<file path="config.mk">
export PLATFORM = sky130hd
export DESIGN_NAME = dft_seq_ctrl
export DESIGN_NICKNAME = d
export VERILOG_FILES = /design/src/rtl/dft_ctrl_pkg.sv /design/src/rtl/dft_idx_counter.sv /design/src/rtl/dft_seq_ctrl.sv
export SDC_FILE = /design/constraint.sdc
export NUM_CORES = 1
export LEC_CHECK = 0
export CAP_MARGIN = 10
export CELL_PAD_IN_SITES_DETAIL_PLACEMENT = 0
export CELL_PAD_IN_SITES_GLOBAL_PLACEMENT = 2
export CORE_ASPECT_RATIO = 0.75
export CORE_UTILIZATION = 36
export DETAILED_ROUTE_END_ITERATION = 8
export GPL_ROUTABILITY_DRIVEN = 0
export PLACE_DENSITY = 0.93
export SLEW_MARGIN = 20
export SYNTH_ARGS = -nofsm -noshare
export SYNTH_HDL_FRONTEND = slang
export SYNTH_SLANG_ARGS = --single-unit
</file>
<file path="constraint.sdc">
create_clock -name clk -period 9.2 [get_ports clk]
set_input_delay 0.92 -clock clk [delete_from_list [all_inputs] [get_ports clk]]
set_output_delay 0.92 -clock clk [all_outputs]
set_load 0.05 [all_outputs]
</file>
<file path="src/rtl/dft_ctrl_pkg.sv">
// Shared types and constants for the direct-DFT sequencer.
package dft_ctrl_pkg;

  typedef enum logic [2:0] {
    IDLE    = 3'd0,
    LOAD    = 3'd1,
    CLEAR   = 3'd2,
    COMPUTE = 3'd3,
    DRAIN   = 3'd4,
    DONE    = 3'd5
  } state_t;

  // Shortest transform length accepted on start.
  localparam int unsigned MIN_LEN = 2;

endpackage

</file>
<file path="src/rtl/dft_idx_counter.sv">
// Index counter with synchronous clear, saturating increment and a "last" flag.
module dft_idx_counter #(
  parameter int unsigned IDX_W = 12
) (
  input  logic             clk,
  input  logic             nrst,
  input  logic             ce,
  input  logic             clr,
  input  logic             inc,
  input  logic [IDX_W-1:0] limit,
  output logic [IDX_W-1:0] idx,
  output logic             last
);

  logic [IDX_W-1:0] idx_q;

  // Clear wins over increment; the count never moves past limit.
  always_ff @(posedge clk or negedge nrst) begin
    if (!nrst) begin
      idx_q <= '0;
    end else if (ce) begin
      if (clr) begin
        idx_q <= '0;
      end else if (inc && (idx_q != limit)) begin
        idx_q <= idx_q + IDX_W'(1);
      end
    end
  end

  assign idx  = idx_q;
  assign last = (idx_q == limit);

endmodule

</file>
<file path="src/rtl/dft_seq_ctrl.sv">
// Sequencer for the direct-DFT datapath: cache load, then k/n double loop with
// per-bin accumulator clear, pipeline drain and result strobe.
module dft_seq_ctrl
  import dft_ctrl_pkg::*;
#(
  parameter int unsigned IDX_W    = 12,
  parameter int unsigned PIPE_LAT = 3
) (
  input  logic             clk,
  input  logic             nrst,
  input  logic             ce,
  input  logic             start,
  input  logic [IDX_W-1:0] sample_num,
  input  logic             inverse,
  input  logic             abort,
  output logic             load_to_cache,
  output logic [IDX_W-1:0] cache_addr,
  output logic             acc_clear,
  output logic             acc_en,
  output logic [IDX_W-1:0] n_idx,
  output logic [IDX_W-1:0] k_idx,
  output logic             twiddle_conj,
  output logic             bin_valid,
  output logic [IDX_W-1:0] bin_idx,
  output logic             busy,
  output logic             done,
  output logic             len_err,
  output state_t           state
);

  localparam int unsigned DW = (PIPE_LAT < 2) ? 1 : $clog2(PIPE_LAT + 1);
  localparam logic [DW-1:0] DRAIN_LAST = DW'(PIPE_LAT - 1);

  state_t           state_q, state_d;
  logic [IDX_W-1:0] len_q, len_d;
  logic             inv_q, inv_d;
  logic             load_q, load_d;
  logic             acc_clear_q, acc_clear_d;
  logic             acc_en_q, acc_en_d;
  logic             bin_valid_q, bin_valid_d;
  logic [IDX_W-1:0] bin_idx_q, bin_idx_d;
  logic             done_q, done_d;
  logic             len_err_q, len_err_d;
  logic [DW-1:0]    drain_q, drain_d;

  logic [IDX_W-1:0] last_idx;
  logic             addr_clr, addr_inc, addr_last;
  logic             n_clr, n_inc, n_last;
  logic             k_clr, k_inc, k_last;

  assign last_idx = len_q - IDX_W'(1);

  dft_idx_counter #(.IDX_W(IDX_W)) u_addr_cnt (
    .clk(clk), .nrst(nrst), .ce(ce), .clr(addr_clr), .inc(addr_inc),
    .limit(last_idx), .idx(cache_addr), .last(addr_last)
  );

  dft_idx_counter #(.IDX_W(IDX_W)) u_n_cnt (
    .clk(clk), .nrst(nrst), .ce(ce), .clr(n_clr), .inc(n_inc),
    .limit(last_idx), .idx(n_idx), .last(n_last)
  );

  dft_idx_counter #(.IDX_W(IDX_W)) u_k_cnt (
    .clk(clk), .nrst(nrst), .ce(ce), .clr(k_clr), .inc(k_inc),
    .limit(last_idx), .idx(k_idx), .last(k_last)
  );

  // State and registered outputs; everything holds while ce is low.
  always_ff @(posedge clk or negedge nrst) begin
    if (!nrst) begin
      state_q     <= IDLE;
      len_q       <= '0;
      inv_q       <= 1'b0;
      load_q      <= 1'b0;
      acc_clear_q <= 1'b0;
      acc_en_q    <= 1'b0;
      bin_valid_q <= 1'b0;
      bin_idx_q   <= '0;
      done_q      <= 1'b0;
      len_err_q   <= 1'b0;
      drain_q     <= '0;
    end else if (ce) begin
      state_q     <= state_d;
      len_q       <= len_d;
      inv_q       <= inv_d;
      load_q      <= load_d;
      acc_clear_q <= acc_clear_d;
      acc_en_q    <= acc_en_d;
      bin_valid_q <= bin_valid_d;
      bin_idx_q   <= bin_idx_d;
      done_q      <= done_d;
      len_err_q   <= len_err_d;
      drain_q     <= drain_d;
    end
  end

  // Next state: outputs are computed for the state being entered so that
  // each strobe lines up with its state once registered.
  always_comb begin
    state_d     = state_q;
    len_d       = len_q;
    inv_d       = inv_q;
    load_d      = 1'b0;
    acc_clear_d = 1'b0;
    acc_en_d    = 1'b0;
    bin_valid_d = 1'b0;
    bin_idx_d   = bin_idx_q;
    done_d      = 1'b0;
    len_err_d   = 1'b0;
    drain_d     = '0;
    addr_clr    = 1'b0;
    addr_inc    = 1'b0;
    n_clr       = 1'b0;
    n_inc       = 1'b0;
    k_clr       = 1'b0;
    k_inc       = 1'b0;

    unique case (state_q)
      IDLE: begin
        if (start) begin
          if (sample_num >= IDX_W'(MIN_LEN)) begin
            len_d    = sample_num;
            inv_d    = inverse;
            load_d   = 1'b1;
            addr_clr = 1'b1;
            state_d  = LOAD;
          end else begin
            len_err_d = 1'b1;
          end
        end
      end
      LOAD: begin
        if (addr_last) begin
          addr_clr    = 1'b1;
          k_clr       = 1'b1;
          n_clr       = 1'b1;
          acc_clear_d = 1'b1;
          state_d     = CLEAR;
        end else begin
          load_d   = 1'b1;
          addr_inc = 1'b1;
        end
      end
      CLEAR: begin
        n_clr    = 1'b1;
        acc_en_d = 1'b1;
        state_d  = COMPUTE;
      end
      COMPUTE: begin
        if (n_last) begin
          n_clr   = 1'b1;
          state_d = DRAIN;
        end else begin
          acc_en_d = 1'b1;
          n_inc    = 1'b1;
        end
      end
      DRAIN: begin
        if (drain_q == DRAIN_LAST) begin
          bin_valid_d = 1'b1;
          bin_idx_d   = k_idx;
          if (k_last) begin
            done_d  = 1'b1;
            state_d = DONE;
          end else begin
            k_inc       = 1'b1;
            acc_clear_d = 1'b1;
            state_d     = CLEAR;
          end
        end else begin
          drain_d = drain_q + DW'(1);
        end
      end
      DONE: begin
        k_clr   = 1'b1;
        state_d = IDLE;
      end
      default: state_d = IDLE;
    endcase

    // Abort overrides everything computed above.
    if (abort && (state_q != IDLE)) begin
      state_d     = IDLE;
      load_d      = 1'b0;
      acc_clear_d = 1'b0;
      acc_en_d    = 1'b0;
      bin_valid_d = 1'b0;
      done_d      = 1'b0;
      drain_d     = '0;
      addr_clr    = 1'b1;
      addr_inc    = 1'b0;
      n_clr       = 1'b1;
      n_inc       = 1'b0;
      k_clr       = 1'b1;
      k_inc       = 1'b0;
    end
  end

  assign load_to_cache = load_q;
  assign acc_clear     = acc_clear_q;
  assign acc_en        = acc_en_q;
  assign twiddle_conj  = inv_q;
  assign bin_valid     = bin_valid_q;
  assign bin_idx       = bin_idx_q;
  assign done          = done_q;
  assign len_err       = len_err_q;
  assign busy          = (state_q != IDLE);
  assign state         = state_q;

endmodule

</file>
==> impl_metrics.ini, run 1 <==
[clock_tree]
cts-root-buf = clkbuf_16
ctsHtreeMaxLevel = 3
clock_path_buffers = 2
cts_made_buffers = 9
ctsHoldBuffers = 0
clk_latency_ps = 340
cts_tree = built
post_cts_buffers = 0
cts.sinks = 72
path_clk_slew_ps = 60
ctsResizeCount = 0

[pwr]
p_comb_share_pct = 42.9
pwr-share-clk_pct = 22.2
p_sw_uw = 592.3
p_per_area_nw_per_um2 = 247.1
ir_drop_v = 0.0001507
p_int_uw = 809.5
power_leakage_uw = 0.002280
sw_frac_of_total_pct = 42.25
pwr-share-seq_pct = 34.9

[cells_and_area]
area_delta_synth_final_pct = 24.08
finalNetCount = 560
utilization_pct = 45.94
drive_gt1_share_pct = 10.54
diodes = 0
layoutNonFillerInstCount = 707

[sta]
period_needed_ps = 3898
setup_violations = 0
final-hold-violation-count = 0
slew_headroom_pct = 37.83
fin_crit_sh_pct = 42.37
setup-tns-final_ps = 0
clock.fmax_mhz = 256.5
worst_slew_pin_slew_ps = 932.5
rsz0062_at_grt = false
fin_ws_ps = 5302
finalMaxSlewViolations = 0
finClkSkew_ps = 8.717

[synth]
ys_types = 68
ys_seq_area_share_pct = 39.41
netlist_area_um2 = 4572
synthCells = 480
synth_edf_count = 0
yosys.area.top_type_share_pct = 39.41
synth_area_leaders = dfrtp_1, mux2_2, xnor2_1, xor2_1, nor2_1
yosys_warnings = 0
synth-main-ff-cell = dfrtp_1
syn_nets = 502
synth_top_area_cell = dfrtp_1
syn_avg_cell_area_um2 = 9.525
postSynth.asyncResetShare_pct = 100.0
ys_ff_latch = 72

[critical_path]
critical_path_class = flip-flop to flip-flop
reg2reg_to = u_addr_cnt.idx[8]
crit_arrival_ps = 4070
ff2ff_path_depth = 10
crit_fanout = 9
start_kind = flip-flop
reg2reg_slack_ps = 5300
endpoint_kind = flip-flop
r2r-start = len_q[0]
crit_required_ps = 9380

[route]
drt_wl_total_um = 12330
wl_per_cell_um = 17.45
viasPerCell = 5.471
ant_nets = 0
drt_pass1_iterations = 4
drtIter0Drc = 267
remaining_drc_errors = 0
via_count = 3868

[hold_path]
hp-class = flip-flop to flip-flop
holdPathStages = 1
hp-start = load_to_cache
hold_path_end = load_to_cache

[global_routing]
grt_max_degree = 73
grt-ovfl-total = 0
grt_pass1_wl_um = 20530
track_usage_pct = 20.03
antenna_found_initial = 0
first_global_vias = 3800

[run_status]
status = finished clean

[floorplanning]
fp.dieW_um = 132.1
die_area_um2 = 13160
core-area_um2 = 12350
rows = 35
dieHeight_um = 99.60
floorplan.initialDensity_pct = 37.02
ios = 77

[placement]
io_buffer_count = 76
dpl.hpwl_um = 9044
dp_cells = 693
place_worst_setup_slack_ps = 5411

[run]
drv_cap = 0
routing by layer:
| metal | GRT usage (%) | wire length [um] | share of wire (%) | up-vias |
|---|---|---|---|---|
| li1 | - | - | - | 1837 |
| met1 | 28.77 | 6119 | 50 | 1857 |
| met2 | 29.87 | 5203 | 42 | 154 |
| met3 | 3.670 | 801 | 6.5 | 20 |
| met4 | 7.513 | 209 | 1.7 | 0 |
| met5 | 0 | 0 | 0 | - |
synthesized netlist by cell type, types with 3 or more instances:
library cell and instances:
nor2_1 47, and4_1 4, o2bb2ai_1 4, or2_2 3, a21o_1 4, xnor2_1 28
buf_2 7, nor3_1 17, a22o_1 3, o22ai_1 3, buf_6 3, nand3_1 29
o31ai_1 3, a21oi_1 17, or3_1 4, nor3b_1 3, clkbuf_1 20, or4_1 6
nand4_1 9, ha_1 4, inv_1 19, nand2_1 28, o21ai_1 4, and2_1 3
o211ai_1 5, dfrtp_1 72, nor4_1 7, xnor3_1 6, xor2_1 25, and3_1 7
o21ai_0 11, mux2_2 26
power by group through the flow:
stage | Clock (uW) | Combinational (uW) | Sequential (uW)
after floorplan | 0 | 434 | 488
after global placement | 0 | 594 | 490
after detailed placement | 0 | 596 | 494
after CTS | 319 | 600 | 488
after global routing | 332 | 655 | 500
final | 311 | 602 | 490
through the flow:
step	hold WS (ps)	total power, uW	area, um2
after detailed placement	481.7	1090	5418
after global routing	525.0	1487	5673
after CTS	508.4	1407	5673
after global placement	469.1	1084	5418
final	503.2	1402	5673
after floorplan	538.6	921.7	4572
state kept, by name, indices dropped and copies added, names as in the netlist, 2 cells and up:
signal and count:
bin_idx 12, u_k_cnt.idx 12, drain_q 2, u_addr_cnt.idx 12, u_n_cnt.idx 12, state 3, len_q 12
cells by family (layout without fill, tap and decap cells):
logic type               Yosys count  in the layout  synth area share (%)
multiplexers                      28             28                 6.842
AO/OA/AOI/OAI                     84             84                 13.14
XOR/XNOR                          59             59                 13.11
buffers and inverters             52            113                 4.953
adder cells (fa/ha/maj)            4              4                 1.095
flip-flops                        72             72                 39.41
AND/OR/NAND/NOR                  181            181                 21.46
worst max-delay path, cell delays in order, from the launching register on:
cell	delay [ps]
dfrtp_1	470
inv_1	90
ha_1	290
or4b_1	650
nand2_1	130
o221ai_1	100
a2111oi_0	590
and4_1	420
a21oi_2	130
a21oi_1	740
nor2_1	120
layout make-up:
class                   count  area (um2)
clock buffers              13       250.2
clock inverters             1       5.005
fillers                  1193        6676
inverters                  20       75.07
multi-input cells         356        2552
flip-flops and latches     72        1802
well taps                 166       207.7
repair buffers             79       780.7
worst max path at each step:
stage                        start                  to  slack (ps)  cells after the start
after floorplan           state[1]  u_addr_cnt.idx[10]        5950                     10
after global placement          ce     u_k_cnt.idx[10]        5480                      7
after detailed placement  len_q[0]   u_addr_cnt.idx[8]        5410                     10
after CTS                 len_q[0]   u_addr_cnt.idx[8]        5370                     10
after global routing      len_q[0]   u_addr_cnt.idx[8]        4990                     10
final                     len_q[0]   u_addr_cnt.idx[8]        5300                     10
cells in the final DEF (no fill, tap or decap), types with 11 or more instances in the layout:
cell / netlist / layout
clkdlybuf4s50_1: 0 / 75
xnor2_1: 28 / 28
o21ai_0: 11 / 11
a21oi_1: 17 / 17
nand3_1: 29 / 29
nand2_1: 28 / 28
nor2_1: 47 / 47
nor3_1: 17 / 17
mux2_2: 26 / 26
xor2_1: 25 / 25
dfrtp_1: 72 / 72
inv_1: 19 / 19
Power figures use the tool's default switching activity.
==> inputs of run 2 (changes only) <==
--- a/config.mk
+++ b/config.mk
@@ -9,10 +9,10 @@
 export CELL_PAD_IN_SITES_DETAIL_PLACEMENT = 0
 export CELL_PAD_IN_SITES_GLOBAL_PLACEMENT = 2
 export CORE_ASPECT_RATIO = 0.75
-export CORE_UTILIZATION = 36
+export CORE_UTILIZATION = 33
 export DETAILED_ROUTE_END_ITERATION = 8
 export GPL_ROUTABILITY_DRIVEN = 0
-export PLACE_DENSITY = 0.93
+export PLACE_DENSITY = 0.87
 export SLEW_MARGIN = 20
 export SYNTH_ARGS = -nofsm -noshare
 export SYNTH_HDL_FRONTEND = slang
==> constraint.sdc (replaced) <==
create_clock -name clk -period 3.65 [get_ports clk]
set_input_delay 0.365 -clock clk [delete_from_list [all_inputs] [get_ports clk]]
set_output_delay 0.365 -clock clk [all_outputs]
set_load 0.05 [all_outputs]
==> impl_metrics.ini, run 2 (synthesized netlist as in run 1, its figures left out) <==
[placement]
dpl.hpwl_um = 9523
dp_cells = 716
io_buffer_count = 76

[cells_and_area]
regArea_um2 = 1802
layoutNonFillerInstCount = 732
num-fill-cells = 1287
mostFrequentLayoutCells = clkdlybuf4s50_1, dfrtp_1, nor2_1, nand3_1
area_delta_synth_final_pct = 28.05
finalNetCount = 578
drive_gt1_share_pct = 14.26
diodes = 0
layout_commonest_cell = clkdlybuf4s50_1
multiInputGateArea_um2 = 2561

[route]
viasPerCell = 5.407
remaining_drc_errors = 0
via_count = 3958
drtIter0Drc = 306
drt_wl_total_um = 12970
wl_per_cell_um = 17.71
drt_pass1_iterations = 5
ant_nets = 0

[global_routing]
grt_pass1_wl_um = 21200
antenna_found_initial = 0
first_global_vias = 3905
grt_max_degree = 73
grt-ovfl-total = 0
track_usage_pct = 19.22

[critical_path]
reg2reg_to = u_k_cnt.idx[9]
critical_path_class = flip-flop to flip-flop
crit_arrival_ps = 3600
reg2reg_slack_ps = 270
ff2ff_path_depth = 9
crit_required_ps = 3870
crit_end = u_k_cnt.idx[9]
start_kind = flip-flop
critPathLaunch = len_q[0]
endpoint_kind = flip-flop
crit_fanout = 12
r2r-start = len_q[0]

[run_status]
status = finished clean

[sta]
fin_crit_sh_pct = 92.50
clock.fmax_mhz = 296.2
setup_violations = 0
rsz0062_at_grt = false
final-hold-violation-count = 0
setup-tns-final_ps = 0
worst_slew_pin_slew_ps = 949.6
period_needed_ps = 3376
finClkSkew_ps = 7.736
finalMaxSlewViolations = 0
slew_headroom_pct = 36.70

[clock_tree]
post_cts_buffers = 0
path_clk_slew_ps = 60
ctsResizeCount = 0
ctsHoldBuffers = 0
cts_made_buffers = 9
cts_tree = built
clk_latency_ps = 340
clock_path_buffers = 2
cts.sinks = 72
ctsHtreeMaxLevel = 3
cts-root-buf = clkbuf_16

[pwr]
ir_drop_v = 0.0003530
p_per_area_nw_per_um2 = 626.6
power_leakage_uw = 0.002388

[run]
drv_cap = 0

[floorplanning]
ios = 77
die_area_um2 = 14330
dieHeight_um = 103.9
core-area_um2 = 13240
rows = 36
fp.dieW_um = 137.9
floorplan.initialDensity_pct = 34.52

[hold_path]
hp-class = input pin to asynchronous set/reset pin
[run 2: cell count changes in the layout (fill, tap and decap cells not counted), sizes merged]
cell / delta
clkinvlp: +1
buf: +18
clkbuf: +1
[run 2: worst min-delay path by stage]
stage | end | slack (ps) | cells after the start
finish | u_addr_cnt.idx[3] | 180 | 1
floorplan | acc_clear | 70 | 0
CTS | u_addr_cnt.idx[3] | 220 | 1
global placement | load_to_cache | 480 | 1
global route | u_addr_cnt.idx[3] | 260 | 1
detailed placement | done | 490 | 2
[run 2: critical path: stages (launching register included)]
cell and delay [ps]:
dfrtp_1 480, or4_4 680, nor4_1 620, xnor2_1 180, and4_1 230, and4_1 350
nor3_1 70, nor4_1 250, buf_4 240, o21ba_1 160
[run 2: final cells by class]
cell class	count	area share [%]
inverters	20	1.282
multi-input cells	356	43.75
flip-flops and latches	72	30.78
clock buffers	14	4.680
well taps	171	3.655
clock inverters	2	0.2137
repair buffers	97	15.64
[run 2: power breakdown]
group          switching, uW  internal (uW)
registers                204            921
logic                    973            721
clock network            334            515
[run 2: routing by layer]
metal / vias to the layer above / wire, um / global-route usage [%]
li1: 1875 / - / -
met1: 1943 / 6327 / 28.00
met2: 127 / 5735 / 28.50
met3: 13 / 797 / 4.776
met4: 0 / 106 / 4.037
met5: - / 0 / 0
[run 2: per-stage QoR]
stage / hold WS (ps) / worst slack [ps] / cell area, um2 / utilization (%) / power, uW
after floorplan: 69.41 / 395.7 / 4572 / - / 2323
after global placement: 478.8 / 155.0 / 5559 / 41.98 / 2804
after detailed placement: 485.6 / 137.2 / 5559 / 41.98 / 2811
after CTS: 216.8 / 118.0 / 5846 / 44.14 / 3676
after global routing: 259.2 / 68.51 / 5854 / 44.21 / 3893
final: 180.6 / 273.8 / 5854 / 44.21 / 3669
==> inputs of run 3 (changes only) <==
--- a/config.mk
+++ b/config.mk
@@ -13,7 +13,7 @@
 export DETAILED_ROUTE_END_ITERATION = 8
 export GPL_ROUTABILITY_DRIVEN = 0
 export PLACE_DENSITY = 0.87
-export SLEW_MARGIN = 20
+export REMOVE_ABC_BUFFERS = 1
 export SYNTH_ARGS = -nofsm -noshare
 export SYNTH_HDL_FRONTEND = slang
 export SYNTH_SLANG_ARGS = --single-unit
==> impl_metrics.ini, run 3 (synthesized netlist as in run 1, its figures left out) <==
[pwr]
p_comb_share_pct = 46.9
p_int_uw = 2136
pwr-share-clk_pct = 22.3
sw_frac_of_total_pct = 41.65
p_sw_uw = 1524
ir_drop_v = 0.0002596
p_per_area_nw_per_um2 = 625.5
power_leakage_uw = 0.002388
pwr-share-seq_pct = 30.8

[floorplanning]
fp.dieW_um = 137.9
die_area_um2 = 14330
floorplan.initialDensity_pct = 34.52
rows = 36
ios = 77
core-area_um2 = 13240
dieHeight_um = 103.9

[global_routing]
grt-ovfl-total = 0
antenna_found_initial = 0
grt_max_degree = 73
grt_busiest_layer = met1
met3_usage_pct = 3.899
track_usage_pct = 18.43
grt_pass1_wl_um = 20300
met2_usage_pct = 26.61
first_global_vias = 3759
use_met1_pct = 27.42

[clock_tree]
cts_tree = built
clock_path_buffers = 2
cts.sinks = 72
clk_latency_ps = 330
ctsHtreeMaxLevel = 3
cts-root-buf = clkbuf_16
path_clk_slew_ps = 60
cts_made_buffers = 9

[sta]
rsz0062_at_grt = false
final-hold-violation-count = 0
finalMaxSlewViolations = 0
period_needed_ps = 3518
finClkSkew_ps = 6.463
fin_crit_sh_pct = 96.38
worst_slew_pin_slew_ps = 950.8
clock.fmax_mhz = 284.3
slew_headroom_pct = 36.61
setup_violations = 0
setup-tns-final_ps = 0

[cells_and_area]
area_delta_synth_final_pct = 28.00
drive_gt1_share_pct = 14.44
diodes = 0
layout_commonest_cell = clkdlybuf4s50_1
num-fill-cells = 1274
layoutNonFillerInstCount = 732
utilization_pct = 44.19
mostFrequentLayoutCells = clkdlybuf4s50_1, dfrtp_1, nor2_1, nand3_1
final_cell_area_um2 = 5852
finalNetCount = 579

[critical_path]
crit_required_ps = 3860
endpoint_kind = flip-flop
crit_chain = inv_1, ha_1, or4b_1, nor3_1, buf_4, xnor2_1, and4_1, and4_1, nor3_1, nor4_1, buf_4, o21ba_1
crit_fanout = 12
critical_path_class = flip-flop to flip-flop
cp_slowest_cell = or4b_1
start_kind = flip-flop
max_stage_delay_ps = 620
reg2reg_slack_ps = 130
cp_num_buf_inv = 3
crit_arrival_ps = 3730
cp_top_family = simple AND/OR/NAND/NOR gates

[placement]
io_buffer_count = 76
dpl_cell_area_um2 = 5567
dp_cells = 717
dpl.hpwl_um = 9336

[route]
remaining_drc_errors = 0
drt_pass1_iterations = 4
via_count = 3895
wl_per_cell_um = 17.17
ant_nets = 0
viasPerCell = 5.321
drt_wl_total_um = 12570
drtIter0Drc = 278

[hold_path]
hp-class = input pin to asynchronous set/reset pin

[run]
drv_cap = 0

[run_status]
status = finished clean
-- run 3: worst register-to-register path: stages, from the launching register on --
cell and delay, ps:
dfrtp_1 470, inv_1 90, ha_1 150, or4b_1 620
nor3_1 390, buf_4 190, xnor2_1 150, and4_1 280
and4_1 330, nor3_1 70, nor4_1 250, buf_4 240
o21ba_1 170
-- run 3: metrics by stage --
stage | setup WS [ps] | hold WS, ps | total power [uW]
2_1_floorplan | 27.89 | 69.41 | 2249
3_3_place_gp | 166.0 | 483.6 | 2808
3_5_place_dp | 152.5 | 485.9 | 2832
4_1_cts | 98.81 | 227.6 | 3666
5_1_grt | 8.537 | 276.7 | 3866
6_report | 132.2 | 191.0 | 3660
-- run 3: path summary, 6_finish.rpt --
kind | start | endpoint | cells past startpoint
worst max-delay path | len_q[0] | u_k_cnt.idx[9] | 12
worst min-delay path | nrst | u_addr_cnt.idx[6] | 1
worst max register to register | len_q[0] | u_k_cnt.idx[9] | 12
worst min register to register | len_err | len_err | 1
max in group asynchronous | nrst | done | 1
min in group clk | len_err | len_err | 1
-- run 3: repair_timing --
item / 4_1_cts / 5_1_grt
gates resized for setup: 0 / 3
buffers inserted: 0 / 0
endpoints found under the setup margin: 0 / 36
hold buffers: 0 / 0
-- run 3: area by class of cell --
cell class	instances	area [um2]	share of cell area, %
tap	171	214.0	3.656
timing repair buffer	98	923.4	15.78
clock buffer	12	256.5	4.383
clock inverter	3	17.52	0.2993
sequential	72	1802	30.79
inverter	20	75.07	1.283
multi-input combinational	356	2564	43.81
-- run 3: power by group through the flow --
stage	clock network (uW)	registers [uW]	logic (uW)
2_1_floorplan	0	1330	919
3_3_place_gp	0	1140	1670
3_5_place_dp	0	1140	1690
4_1_cts	837	1130	1700
5_1_grt	869	1150	1850
6_report	816	1130	1720
-- run 3: metal layers --
metal	vias to the layer above	part of all wire [%]
met5	-	0
met1	1879	49
met2	127	44
li1	1876	-
met4	0	1.4
met3	13	5.7
